<file path="config.mk">
export PLATFORM = sky130hd
export DESIGN_NAME = cnn_frame_streamer
export DESIGN_NICKNAME = d
export VERILOG_FILES = /design/src/rtl/cnn_stream_pkg.sv /design/src/rtl/mod_N_counter.sv /design/src/rtl/cnn_frame_streamer.sv
export SDC_FILE = /design/constraint.sdc
export NUM_CORES = 1
export LEC_CHECK = 0
export BUFFER_PORTS_ARGS = -buffer_cell sky130_fd_sc_hd__buf_4
export CAP_MARGIN = 20
export CELL_PAD_IN_SITES_DETAIL_PLACEMENT = 0
export CELL_PAD_IN_SITES_GLOBAL_PLACEMENT = 1
export CORE_ASPECT_RATIO = 0.75
export CORE_MARGIN = 1
export CORE_UTILIZATION = 45
export CTS_CLUSTER_SIZE = 16
export DETAILED_ROUTE_END_ITERATION = 8
export GPL_ROUTABILITY_DRIVEN = 0
export PLACE_DENSITY_LB_ADDON = 0.15
export REMOVE_ABC_BUFFERS = 1
export SETUP_SLACK_MARGIN = 0.15
export SLEW_MARGIN = 20
export SYNTH_ARGS = -nofsm -noshare
export SYNTH_HDL_FRONTEND = slang
export SYNTH_SLANG_ARGS = --single-unit
</file>
<file path="constraint.sdc">
create_clock -name clk -period 8.8 [get_ports clk]
set_clock_uncertainty 0.05 [all_clocks]
set_input_delay 1.76 -clock clk [delete_from_list [all_inputs] [get_ports clk]]
set_output_delay 1.76 -clock clk [all_outputs]
set_load 0.02 [all_outputs]
</file>
<file path="src/rtl/cnn_stream_pkg.sv">
// Shared types and helpers for the CNN frame streamer: FSM states, frame size
// and the packing of a classification result into a result FIFO word.
package cnn_stream_pkg;

    typedef enum logic [2:0] {
        S_IDLE,
        S_STREAM,
        S_WAIT_RES,
        S_WRITE_RES,
        S_DONE,
        S_ERR
    } state_t;

    function automatic int img_pixels(input int dim);
        return dim * dim;
    endfunction

    // Image index in the upper bits, digit in the low bits; the index wraps at
    // the width left over above the digit.
    function automatic logic [63:0] pack_result(
        input logic [31:0] idx,
        input logic [31:0] digit,
        input int          d_width,
        input int          bcd_bits
    );
        logic [63:0] idx_mask;
        logic [63:0] dig_mask;
        idx_mask = (64'd1 << (d_width - bcd_bits)) - 64'd1;
        dig_mask = (64'd1 << bcd_bits) - 64'd1;
        return (((64'(idx) & idx_mask) << bcd_bits) | (64'(digit) & dig_mask));
    endfunction

endpackage

</file>
<file path="src/rtl/mod_N_counter.sv">
// Modulo-N up-counter with synchronous clear; done flags the terminal count.
module mod_N_counter #(
    parameter int N      = 10,
    parameter int N_BITS = 32
) (
    input  logic              clk,
    input  logic              rst,
    input  logic              clr,
    input  logic              en,
    output logic [N_BITS-1:0] count,
    output logic              done
);

    assign done = (count == N_BITS'(N - 1));

    always_ff @(posedge clk or posedge rst) begin
        if (rst) begin
            count <= '0;
        end else if (clr) begin
            count <= '0;
        end else if (en) begin
            if (done) count <= '0;
            else      count <= count + N_BITS'(1);
        end
    end

endmodule

</file>
<file path="src/rtl/cnn_frame_streamer.sv">
// Streams one frame at a time from a FWFT source FIFO into the CNN, waits for
// the classified digit and pushes {image index, digit} into the result FIFO.
//
// state       | meaning
// ------------+-----------------------------------------------------------
// S_IDLE      | after reset, waiting for start
// S_STREAM    | forwarding source pixels to the CNN until a frame is sent
// S_WAIT_RES  | frame sent, waiting for digit_i_valid or timeout
// S_WRITE_RES | holding the result word until the result FIFO accepts it
// S_DONE      | all NUM_IMAGES results written; start begins a new run
// S_ERR       | CNN never answered; start begins a new run
module cnn_frame_streamer
    import cnn_stream_pkg::*;
#(
    parameter int GS_BITS        = 8,
    parameter int BCD_BITS       = 4,
    parameter int D_WIDTH        = 16,
    parameter int IMG_DIM        = 30,
    parameter int NUM_IMAGES     = 1000,
    parameter int TIMEOUT_CYCLES = 65535
) (
    input  logic                clk,
    input  logic                rst,
    input  logic                start,
    input  logic                src_empty,
    input  logic [D_WIDTH-1:0]  src_dout,
    output logic                src_rd_en,
    output logic [GS_BITS-1:0]  pixel_o,
    output logic                pixel_o_valid,
    input  logic [BCD_BITS-1:0] digit_i,
    input  logic                digit_i_valid,
    input  logic                res_full,
    output logic                res_wr_en,
    output logic [D_WIDTH-1:0]  res_din,
    output logic                busy,
    output logic                done,
    output logic                timeout_err,
    output logic                err_spurious,
    output logic [31:0]         img_count
);

    localparam int IMG_PIXELS = img_pixels(IMG_DIM);

    state_t              state;
    logic [31:0]         tmo_count;
    logic [BCD_BITS-1:0] digit_q;
    logic [31:0]         pix_count;
    logic                pix_last;
    logic                xfer;
    logic                start_ok;
    logic                unused_bits;

    assign xfer     = (state == S_STREAM) && !src_empty;
    assign start_ok = start && ((state == S_IDLE) || (state == S_DONE) || (state == S_ERR));

    assign src_rd_en     = xfer;
    assign pixel_o_valid = xfer;
    assign pixel_o       = (state == S_STREAM) ? src_dout[GS_BITS-1:0] : '0;
    assign res_wr_en     = (state == S_WRITE_RES) && !res_full;
    assign res_din       = D_WIDTH'(pack_result(img_count, 32'(digit_q), D_WIDTH, BCD_BITS));
    assign busy          = (state == S_STREAM) || (state == S_WAIT_RES) || (state == S_WRITE_RES);

    // Pixel position within the frame; only the terminal-count flag matters here.
    assign unused_bits = ^{pix_count, src_dout[D_WIDTH-1:GS_BITS]};

    mod_N_counter #(
        .N      (IMG_PIXELS),
        .N_BITS (32)
    ) u_pix_counter (
        .clk   (clk),
        .rst   (rst),
        .clr   (start_ok),
        .en    (xfer),
        .count (pix_count),
        .done  (pix_last)
    );

    always_ff @(posedge clk or posedge rst) begin
        if (rst) begin
            state        <= S_IDLE;
            tmo_count    <= '0;
            img_count    <= '0;
            digit_q      <= '0;
            done         <= 1'b0;
            timeout_err  <= 1'b0;
            err_spurious <= 1'b0;
        end else begin
            case (state)
                S_IDLE, S_DONE, S_ERR: begin
                    if (start) begin
                        state        <= S_STREAM;
                        img_count    <= '0;
                        tmo_count    <= '0;
                        done         <= 1'b0;
                        timeout_err  <= 1'b0;
                        err_spurious <= 1'b0;
                    end
                end
                S_STREAM: begin
                    if (xfer && pix_last) begin
                        tmo_count <= '0;
                        state     <= S_WAIT_RES;
                    end
                end
                S_WAIT_RES: begin
                    // A digit arriving on the expiry cycle still counts.
                    if (digit_i_valid) begin
                        digit_q <= digit_i;
                        state   <= S_WRITE_RES;
                    end else if (tmo_count == 32'(TIMEOUT_CYCLES - 1)) begin
                        timeout_err <= 1'b1;
                        state       <= S_ERR;
                    end else begin
                        tmo_count <= tmo_count + 32'd1;
                    end
                end
                S_WRITE_RES: begin
                    if (!res_full) begin
                        img_count <= img_count + 32'd1;
                        if ((img_count + 32'd1) == 32'(NUM_IMAGES)) begin
                            done  <= 1'b1;
                            state <= S_DONE;
                        end else begin
                            state <= S_STREAM;
                        end
                    end
                end
                default: state <= S_IDLE;
            endcase

            if (digit_i_valid && (state != S_WAIT_RES)) err_spurious <= 1'b1;
        end
    end

endmodule

</file>
# ---- Yosys cells after proc, flatten, opt, wreduce, memory -nomap -nowiden
# Index checks and enable logic that the tools add are counted.
dict set report totals {
  register_bits 106
  input_bits 26
  output_inout_bits 63
}
dict set report op_classes {
  n_addsub 3
  n_eq_ne 17
  muxes 27
  bitwise_logic 1
  n_reduce_logical 26
}
# op count
set ops {}
lappend ops {{2-to-1 mux 32 bit} 8}
lappend ops {{adder 32 x 1 -> 32 bit (second input constant)} 3}
lappend ops {{case mux 32 bit (3 select lines)} 1}
lappend ops {{== test 32 x 10 -> 1 bit (second input constant)} 2}
lappend ops {{case mux 32 bit (2 select lines)} 1}
lappend ops {{== test 32 x 16 -> 1 bit (second input constant)} 1}
lappend ops {{2-to-1 mux 3 bit} 6}
lappend ops {{bitwise OR 16 x 4 -> 16 bit} 1}
lappend ops {{case mux 3 bit (4 select lines)} 1}
lappend ops {{AND reduction 4 bit} 3}
lappend ops {{nonzero test 2 bit} 5}
lappend ops {{2-to-1 mux 8 bit} 1}
lappend ops {{!= test 2 bit (second input constant)} 4}
lappend ops {{2-to-1 mux 1 bit} 7}
lappend ops {{== test 3 x 2 -> 1 bit (second input constant)} 2}
lappend ops {{== test 3 bit (second input constant)} 2}
lappend ops {{!= test 2 x 1 -> 1 bit (second input constant)} 3}
lappend ops {{!= test 3 x 2 -> 1 bit (second input constant)} 2}
lappend ops {{logical AND 1 bit} 5}
lappend ops {{AND reduction 5 bit} 1}
lappend ops {{logical OR 1 bit} 4}
lappend ops {{case mux 1 bit (2 select lines)} 2}
lappend ops {{AND reduction 2 bit} 2}
lappend ops {{== test 3 x 1 -> 1 bit (second input constant)} 1}
lappend ops {{other kinds (5)} 6}

# ---- Longest topological paths before layout
dict set report depth {
  depth_word 5
  ltp_mapped 10
  depth_no_buf 9
}

# ---- Cells and area by module
# Synthesis repeated with hierarchy kept, for this count alone.
dict set report hier_totals {
  hier_cells 711
  area_unflattened_um2 6182.2
}
# mod n_inst cells_per_inst area_per_inst_um2
set by_module_without_submodules {}
lappend by_module_without_submodules {cnn_frame_streamer 1 518 4400.5}
lappend by_module_without_submodules {mod_N_counter 1 193 1781.7}

# ---- Worst setup path after synthesis
# Ideal clock, no wire load.
dict set report synth_path {
  kind {in2out}
  from {input port res_full}
  to {output port res_wr_en}
  t_arrival_ns 2.711
  required_time_ns 6.990
  slack_ns 4.279
  path_stages 4
  n_path_buf 2
  cell_sequence {or3_1 clkbuf_1 inv_1 clkbuf_1}
}
dict set report synth_via {
  elab_chain_len 2
}
# element line_no
set synth_lines {}
lappend synth_lines {{start: declaration} cnn_frame_streamer.sv:32} ;# input logic res_full,
lappend synth_lines {{zero test 1 bit} --}
lappend synth_lines {{logical AND 1 bit} cnn_frame_streamer.sv:59} ;# assign res_wr_en = (state == S_WRITE_RES) && !res_full;
lappend synth_lines {{end: declaration} cnn_frame_streamer.sv:33} ;# output logic res_wr_en,
# Every way passes these cells.

# ---- Worst setup path after layout
# Ends and elaborated chain as after synthesis.

==> results.toml <==
[grt]
grt_pass1_wl_um = 27800
grt_pass1_vias = 5366
overflow = 0
antenna_found_initial = 0
grt_start_max_net_pins = 78
track_usage_pct = 23.5

[sta]
setup_violations = 0
worstMarginPinSlew_ns = 0.807
setup_tns_ns = 0
hold_violations = 0
rsz0062_at_grt = "false"
finalCriticalPeriod_ns = 4.89
holdWs_ns = 0.454
drv_slew = 0
fin_ws_ns = 3.91
fmax_ghz = 0.205
relSlewSlack_pct = 45.8
period_share_pct = 55.5

[setup_path]
r2r-start = "img_count[0]"
worstPathArrival_ns = 3.08
startpoint_type = "input pin"
r2r_slack_ns = 5.23
cp-end-kind = "primary output"
ff2ff_path_depth = 8
cp_cell_sequence = "buf_4, or3_1, buf_4, inv_1, buf_4, buf_4"
critPathRequiredTime_ns = 6.99
crit_fanout = 45
max_stage_delay_ns = 0.33
r2r-end = "state[0]"
cpMostUsedCell = "buf_4"
critical_path.slowest_cell = "or3_1"
crit_type = "in2out"

[routing]
drc = 0
ant_nets = 0
routedWlPerCell_um = 16.7
drt_pass1_iterations = 5
finalWirelength_um = 16600
avgViaCountPerCell = 5.92
via_count = 5898
drt_iter0_markers = 329

[clock_tree]
clock_latency_ns = 0.35
cts_max_level = 3
cts_setup_buffers = 0
cts_sinks = 106
clk_path_buf_depth = 2
cts_root_buf = "clkbuf_16"
cts_tree = "built"
cts_buffers = 9
cts.repair.resized = 0
clk_pin_slew_worst_paths_ns = 0.07
ctsHoldBuffers = 0

[power]
ir_worst_vdd_mv = 0.119
p_per_area_nw_per_um2 = 141
switching_share_pct = 26.0
p_sw_uw = 272
pwr-share-comb_pct = 8.5
power.share.clock_pct = 40.7
p_leak_nw = 3.07
power.internal_uw = 773
seqPwrFrac_pct = 50.8

[placement]
place_inst = 980
dp_slack_ns = 3.93
hpwl_um = 11800
port_buffers = 80

[layout]
fin_nets = 848
area_growth_pct = 15.4
drive_gt1_share_pct = 14.7
num_antenna_cells = 0
layout.cells.non_filler = 997
n_fill_cell = 1298

[floorplanning]
core_area_um2 = 13800
start_util_pct = 46.5
die_y_um = 105
rows = 37
die_w_um = 140
die_area_um2 = 14700
io_pins = 89

[yosys]
synth.top_cells.by_count = "106 x dfrtp_1, 85 x nor2_1, 80 x nand2_1, 71 x o21ai_0, 44 x nand3_1"
syn_avg_cell_area_um2 = 8.33
netlist.area_leader.share_pct = 41.3
async_reset_ff_share_pct = 100
syn-instance-count = 770
synth.cell_area_um2 = 6420
ys_ff_latch = 106
synth_edf_count = 0
yosysTopAreaCell = "dfrtp_1"
synthTopCellsByArea = "dfrtp_1 41%, o21ai_0 5.5%, nor2_1 5.0%"
ys_types = 53
yosysMostFrequentCell = "dfrtp_1"
synthFlopType = "dfrtp_1"
yosys_warnings = 0
yosysSeqAreaShare_pct = 41.3

[min_path]
hold_depth = 1
min_to = "u_pix_counter.count[31]"
min-delay-path-class = "reg2reg"
holdCritStartpoint = "u_pix_counter.count[31]"

[outcome]
status = "finished clean"

[flow_run]
drv_cap = 0
==> power groups by stage <==
stage	Clock [mW]	Sequential (mW)	Combinational [mW]
floorplan	0	0.540	0.0460
global placement	0	0.538	0.0864
detailed placement	0	0.540	0.0883
CTS	0.438	0.530	0.0885
global route	0.459	0.534	0.0993
finish	0.425	0.530	0.0889
==> placed cells by master (no fill, tap or decap), types with 19 or more instances in the layout <==
cell type,Yosys,layout
nor2_1,85,84
or3_1,20,20
a21oi_1,27,27
nand4_1,30,30
buf_4,13,85
nand2_1,80,80
nor3_1,19,19
o31ai_1,20,20
dfrtp_1,106,106
nand3_1,44,44
o21ai_0,71,70
nor4_1,29,29
inv_1,21,20
xnor2_1,28,28
==> state kept, by name, indices dropped and copies added (netlist names) <==
name / cells
err_spurious: 1
state: 3
done: 1
timeout_err: 1
digit_q: 4
img_count: 32
u_pix_counter.count: 32
tmo_count: 32
==> stage by stage <==
step | instance area [µm²] | total power [mW] | utilization (%)
floorplan | 6170 | 0.586 | -
CTS | 7380 | 1.06 | 53.5
detailed placement | 7070 | 0.628 | 51.2
finish | 7400 | 1.04 | 53.7
global placement | 7040 | 0.625 | 51.0
global route | 7400 | 1.09 | 53.7
==> how the worst max path moves through the flow <==
stage                   from         to  slack (ns)
floorplan           res_full  res_wr_en        3.92
global placement    res_full  res_wr_en        3.93
detailed placement  res_full  res_wr_en        3.93
CTS                 res_full  res_wr_en        3.93
global route        res_full  res_wr_en        3.84
finish              res_full  res_wr_en        3.91
==> worst max-delay path: cells and delay by family <==
family                 cells  cell delay (ns)
AND/OR/NAND/NOR            1             0.33
buffers and inverters      5             0.97
==> layer usage <==
metal	vias up	wire length, µm	global-route usage, %
met2	164	7190	33.6
met3	13	931	5.50
met4	0	148	5.26
met1	2835	8360	35.6
met5	-	0	0
li1	2886	-	-
==> cell type report <==
cell class / instances / area [µm²] / share of cell area [%]
Timing Repair Buffer: 87 / 693 / 9.36
Sequential cell: 106 / 2650 / 35.8
Tap cell: 175 / 219 / 2.96
Inverter: 21 / 81.3 / 1.10
Clock inverter: 6 / 71.3 / 0.963
Clock buffer: 10 / 239 / 3.23
Multi-Input combinational cell: 592 / 3450 / 46.6
==> kinds of logic (layout without fill, tap and decap cells) <==
group	Yosys count	in the layout	share of synthesized area, %
muxes	6	6	1.03
and+or+nand+nor	378	378	30.6
xor gates and xnor gates	45	45	6.14
DFF	106	106	41.3
buffers and inverters	72	124	5.05
adders and majority gates	5	5	0.975
AOI/OAI and AO/OA	158	158	14.9
Power figures use the tool's default switching activity.
